**src/rtl/seg_execute_alu_ctl_stage.sv**
```systemverilog
// ID/EX boundary register: encodes ALUOp/funct/opcode into the ALU control code and
// registers it with the operand pair, plus valid/stall/flush control and an issue counter.
module seg_execute_alu_ctl_stage #(
  parameter int NB_DATA   = 32,
  parameter int NB_ALUCTL = 4,
  parameter int NB_CNT    = 16
) (
  input  logic                 i_clock,
  input  logic                 i_reset,
  input  logic                 i_valid,
  input  logic                 i_stall,
  input  logic                 i_flush,
  input  logic [1:0]           i_ALUOp,
  input  logic [5:0]           i_funct,
  input  logic [5:0]           i_opcode,
  input  logic [NB_DATA-1:0]   i_data_a,
  input  logic [NB_DATA-1:0]   i_data_b,
  output logic [NB_ALUCTL-1:0] o_ALUctl,
  output logic [NB_DATA-1:0]   o_data_a,
  output logic [NB_DATA-1:0]   o_data_b,
  output logic                 o_valid,
  output logic                 o_illegal,
  output logic [NB_CNT-1:0]    o_issue_count
);

  localparam logic [NB_ALUCTL-1:0] CTL_AND = NB_ALUCTL'(4'b0000);
  localparam logic [NB_ALUCTL-1:0] CTL_OR  = NB_ALUCTL'(4'b0001);
  localparam logic [NB_ALUCTL-1:0] CTL_ADD = NB_ALUCTL'(4'b0010);
  localparam logic [NB_ALUCTL-1:0] CTL_SUB = NB_ALUCTL'(4'b0110);
  localparam logic [NB_ALUCTL-1:0] CTL_SLT = NB_ALUCTL'(4'b0111);
  localparam logic [NB_ALUCTL-1:0] CTL_NOR = NB_ALUCTL'(4'b1100);
  localparam logic [NB_ALUCTL-1:0] CTL_XOR = NB_ALUCTL'(4'b1101);
  localparam logic [NB_ALUCTL-1:0] CTL_NOP = NB_ALUCTL'(4'b1111);

  // Returns {illegal, code}; unencodable funct/opcode yields NOP with illegal set.
  function automatic logic [NB_ALUCTL:0] encode_ctl(input logic [1:0] aluop,
                                                   input logic [5:0] funct,
                                                   input logic [5:0] opcode);
    logic [NB_ALUCTL-1:0] code;
    logic                 ill;
    code = CTL_NOP;
    ill  = 1'b0;
    case (aluop)
      2'b00: code = CTL_ADD;
      2'b01: code = CTL_SUB;
      2'b10: begin
        case (funct)
          6'b100000, 6'b100001: code = CTL_ADD;
          6'b100010, 6'b100011: code = CTL_SUB;
          6'b100100:            code = CTL_AND;
          6'b100101:            code = CTL_OR;
          6'b100110:            code = CTL_XOR;
          6'b100111:            code = CTL_NOR;
          6'b101010:            code = CTL_SLT;
          default:              ill  = 1'b1;
        endcase
      end
      default: begin
        case (opcode)
          6'b001000, 6'b001001: code = CTL_ADD;
          6'b001100:            code = CTL_AND;
          6'b001101:            code = CTL_OR;
          6'b001110:            code = CTL_XOR;
          6'b001010:            code = CTL_SLT;
          default:              ill  = 1'b1;
        endcase
      end
    endcase
    return {ill, code};
  endfunction

  function automatic logic [NB_CNT-1:0] sat_inc(input logic [NB_CNT-1:0] cnt);
    return (cnt == '1) ? cnt : cnt + NB_CNT'(1);
  endfunction

  logic [NB_ALUCTL-1:0] ctl_q, ctl_d;
  logic [NB_DATA-1:0]   a_q, a_d, b_q, b_d;
  logic                 vld_q, vld_d;
  logic                 ill_q, ill_d;
  logic [NB_CNT-1:0]    cnt_q, cnt_d;
  logic [NB_ALUCTL:0]   enc;

  assign enc = encode_ctl(i_ALUOp, i_funct, i_opcode);

  // Next-state: flush beats stall beats load.
  always_comb begin
    ctl_d = ctl_q;
    a_d   = a_q;
    b_d   = b_q;
    vld_d = vld_q;
    ill_d = ill_q;
    cnt_d = cnt_q;
    if (i_flush) begin
      ctl_d = CTL_NOP;
      a_d   = '0;
      b_d   = '0;
      vld_d = 1'b0;
      ill_d = 1'b0;
    end else if (!i_stall) begin
      vld_d = i_valid;
      a_d   = i_data_a;
      b_d   = i_data_b;
      if (i_valid) begin
        ctl_d = enc[NB_ALUCTL-1:0];
        ill_d = enc[NB_ALUCTL];
        cnt_d = sat_inc(cnt_q);
      end else begin
        ctl_d = CTL_NOP;
        ill_d = 1'b0;
      end
    end
  end

  always_ff @(posedge i_clock or posedge i_reset) begin
    if (i_reset) begin
      ctl_q <= CTL_NOP;
      a_q   <= '0;
      b_q   <= '0;
      vld_q <= 1'b0;
      ill_q <= 1'b0;
      cnt_q <= '0;
    end else begin
      ctl_q <= ctl_d;
      a_q   <= a_d;
      b_q   <= b_d;
      vld_q <= vld_d;
      ill_q <= ill_d;
      cnt_q <= cnt_d;
    end
  end

  assign o_ALUctl      = ctl_q;
  assign o_data_a      = a_q;
  assign o_data_b      = b_q;
  assign o_valid       = vld_q;
  assign o_illegal     = ill_q;
  assign o_issue_count = cnt_q;

endmodule

```
**config.mk**
```make
export PLATFORM = sky130hd
export DESIGN_NAME = seg_execute_alu_ctl_stage
export DESIGN_NICKNAME = d
export VERILOG_FILES = /design/src/rtl/seg_execute_alu_ctl_stage.sv
export SDC_FILE = /design/constraint.sdc
export NUM_CORES = 1
export LEC_CHECK = 0
export CAP_MARGIN = 20
export CELL_PAD_IN_SITES_DETAIL_PLACEMENT = 0
export CELL_PAD_IN_SITES_GLOBAL_PLACEMENT = 1
export CORE_AREA = 3 3 102 104
export DETAILED_ROUTE_END_ITERATION = 6
export DIE_AREA = 0 0 105 107
export DONT_BUFFER_PORTS = 1
export GPL_TIMING_DRIVEN = 0
export PLACE_DENSITY_LB_ADDON = 0.1
export SYNTH_ARGS = -nofsm -noshare
export SYNTH_HDL_FRONTEND = slang
export SYNTH_SLANG_ARGS = --single-unit
```
**constraint.sdc**
```tcl
create_clock -name i_clock -period 2.3 [get_ports i_clock]
set_input_delay 0.115 -clock i_clock [delete_from_list [all_inputs] [get_ports i_clock]]
set_output_delay 0.115 -clock i_clock [all_outputs]
set_load 0.005 [all_outputs]
```
==> flow_metrics.py <==
metrics = {
    "critical_path": {
        "worstPathArrival_ns": 1.93,
        "worstPathRequired_ns": 2.54,
        "cp-end-kind": "flop",
        "path_class": "flop to flop",
        "critical_path_peak_fanout": 7,
        "reg2reg_depth": 4,
        "critPathLaunchType": "flop",
    },
    "power_and_ir_drop": {
        "p_sw_w": 0.0008587,
        "swShare_pct": 26.30,
        "p_seq_share_pct": 53.8,
        "power_density_nw_per_um2": 666.7,
        "comb_power_share_pct": 13.5,
        "ir_drop_mv": 0.3002,
        "total_power_w": 0.003265,
        "p_clk_share_pct": 32.7,
        "p_leak_nw": 2.296,
        "p_int_w": 0.002406,
    },
    "synth": {
        "synth_top_area_cell": "dfrtp_1",
        "synth.cell_area_um2": 3796,
        "postSynthCellCount": 329,
        "synth_edf_count": 0,
        "ys_ff_latch": 86,
        "avgSynthCellArea_um2": 11.54,
        "synth_cell_types": 47,
        "synth_top_area_share_pct": 54.05,
        "synth_area_leaders": "dfrtp_1 54%, mux2i_1 17%, nor2_1 7.3%",
        "synthTopCellsByCount": "82 x dfrtp_1, 74 x nor2_1, 65 x mux2i_1",
        "synth-main-ff-cell": "dfrtp_1",
        "yosys_warnings": 0,
        "synthArstFlopShare_pct": 100.0,
        "synth_most_common_cell": "dfrtp_1",
        "ys_seq_area_share_pct": 56.82,
        "syn_nets": 413,
    },
    "global_routing": {
        "grt-ovfl-total": 0,
        "grt_util_all_layers_pct": 17.05,
        "grt_pass1_wl_mm": 15.12,
        "grt_pass1_vias": 2881,
        "grt_antenna_before_repair": 0,
        "grt_max_degree": 35,
    },
    "sta": {
        "setup_viol": 0,
        "final.setup.tns_ns": 0,
        "finalHoldViolCount": 0,
        "tightest_slew_ns": 0.6586,
        "relSlewSlack_pct": 56.00,
        "fin_skew_ns": 0.004391,
        "finalCritPeriodShare_pct": 73.47,
        "drv_slew": 0,
        "period_needed_ns": 1.690,
        "postLayoutSetupSlackWorst_ns": 0.6103,
        "rsz0062_at_grt": "false",
        "fmax_ghz": 0.5918,
    },
    "placement": {
        "gp_congestion": 0.7546,
        "pre_cts_slack_ns": 0.6093,
        "dp_hpwl_mm": 6.405,
        "dp.cells": 464,
        "portBuffers": 0,
    },
    "routing": {
        "wire_per_inst_um": 17.17,
        "met2WireLength_mm": 4.515,
        "vias_per_cell": 4.978,
        "routed.top_layer": "met4",
        "drc": 0,
        "dr_wl_met3_um": 823,
        "wl_mm": 9.426,
        "m1WireLength_mm": 3.877,
        "drtAntennaViolNets": 0,
        "dr.pass1.iters": 4,
        "vias": 2733,
        "drtIter0Drc": 134,
    },
    "cts": {
        "cts_root_buf": "clkbuf_8",
        "numClockSinks": 86,
        "cts_buffers": 9,
        "cts_tree": "done",
        "cts_buffer_depth": 2,
        "path_clk_slew_ns": 0.08,
        "worst_skew_pair.late_latency_ns": 0.35,
        "htree_levels": 3,
    },
    "floorplanning": {
        "die_h_um": 107,
        "rows": 36,
        "core_um2": 9639,
        "die-area_um2": 11240,
        "die_w_um": 105,
        "initial_core_util_pct": 39.38,
        "io_pins": 169,
    },
    "layout": {
        "multi_input_area_um2": 1545,
        "syn_to_final_growth_pct": 29.00,
        "num_antenna_cells": 0,
        "num-fill-cells": 900,
        "final_cells": 549,
        "drive_gt1_share_pct": 10.10,
        "nets": 495,
        "ff_latch_area_um2": 2157,
        "final_core_util_pct": 50.80,
    },
    "job": {
        "drv_cap": 0,
    },
    "worst_hold_path": {
        "hp-class": "primary input to flop",
        "hold_depth": 3,
    },
    "status": {
        "outcome": "finished, final reports clean",
    },
}
layout by cell type (no fill, tap or decap), types with 4 or more instances in the layout:
cell type,synthesis,final
nor2_1,74,74
clkbuf_1,4,5
nand3_1,7,7
a21oi_1,6,6
nand2_1,7,7
dfrtp_1,82,82
mux2i_1,65,65
nand4_1,8,8
dlygate4sd3_1,0,69
xnor2_1,8,8
dfstp_2,4,4
buf_2,8,8
clkbuf_8,0,11
buf_1,5,5
a31oi_1,7,7
path summary, 6_finish.rpt:
path / start / endpoint / slack [ns]
max: o_issue_count[10]$_DFFE_PP0P_ / o_issue_count[1]$_DFFE_PP0P_ / 0.61
min: i_opcode[3] / o_ALUctl[3]$_DFFE_PP1P_ / 0.04
max reg2reg: o_issue_count[10]$_DFFE_PP0P_ / o_issue_count[1]$_DFFE_PP0P_ / 0.61
min reg2reg: o_ALUctl[0]$_DFFE_PP1P_ / o_ALUctl[0]$_DFFE_PP1P_ / 0.53
max in group asynchronous: i_reset / o_ALUctl[2]$_DFFE_PP1P_ / 1.33
min in group asynchronous: i_reset / o_data_a[10]$_DFFE_PP0P_ / 0.33
worst max-delay path, cell delays in order (launching register included):
cell     delay, ns
dfrtp_1       0.50
nand3_2       0.17
nor4b_4       0.37
a41oi_2       0.21
mux2_4        0.33
power groups by stage:
stage,sequential (W),clock [W],combinational [W]
after floorplan,0.00174,0,0.000283
after global placement,0.00178,0,0.000334
after detailed placement,0.00178,0,0.000348
after CTS,0.00176,0.00111,0.000446
after global routing,0.00177,0.00118,0.000507
final,0.00176,0.00107,0.000441
flip-flops by register name, summed over array words and instances (netlist names):
register       flops
o_ALUctl           4
o_data_a          32
o_data_b          32
o_illegal          1
o_issue_count     16
o_valid            1
through the flow:
stage,cell area (µm²),hold WS [ns]
finish,4897,0.04482
global route,4897,0.08456
CTS,4897,0.02828
detailed placement,4006,0.1155
global placement,3966,0.1810
floorplan,3800,0.1772
final cells by class:
cell class              count  area share (%)
multi-input cells         221           31.55
repair buffers             71           14.92
plain buffers              18           1.610
clock buffers              12           3.168
inverters                   4          0.3832
clock inverters             4          0.9198
well taps                 133           3.398
flip-flops and latches     86           44.05
cell families after synthesis:
kind of cell               share of synthesized area [%]
DFF                                                56.82
AOI/OAI and AO/OA                                  4.054
and+or+nand+nor                                    16.25
muxes                                              17.53
buffers and inverters                              2.472
xor gates and xnor gates                           2.538
adders and majority gates                         0.3295
per-layer routing:
| layer | up-vias | GRT usage, % |
|---|---|---|
| met5 | - | 0 |
| met4 | 0 | 8.060 |
| met3 | 17 | 5.840 |
| met2 | 109 | 27.22 |
| met1 | 1299 | 20.80 |
| li1 | 1308 | - |
repair_timing:
action,4_1_cts,5_1_grt
hold buffers,69,0
resized for setup,0,0
endpoints found under the hold margin,93,0
buffers inserted,0,0
No activity file was read; power rests on OpenSTA's default activity.
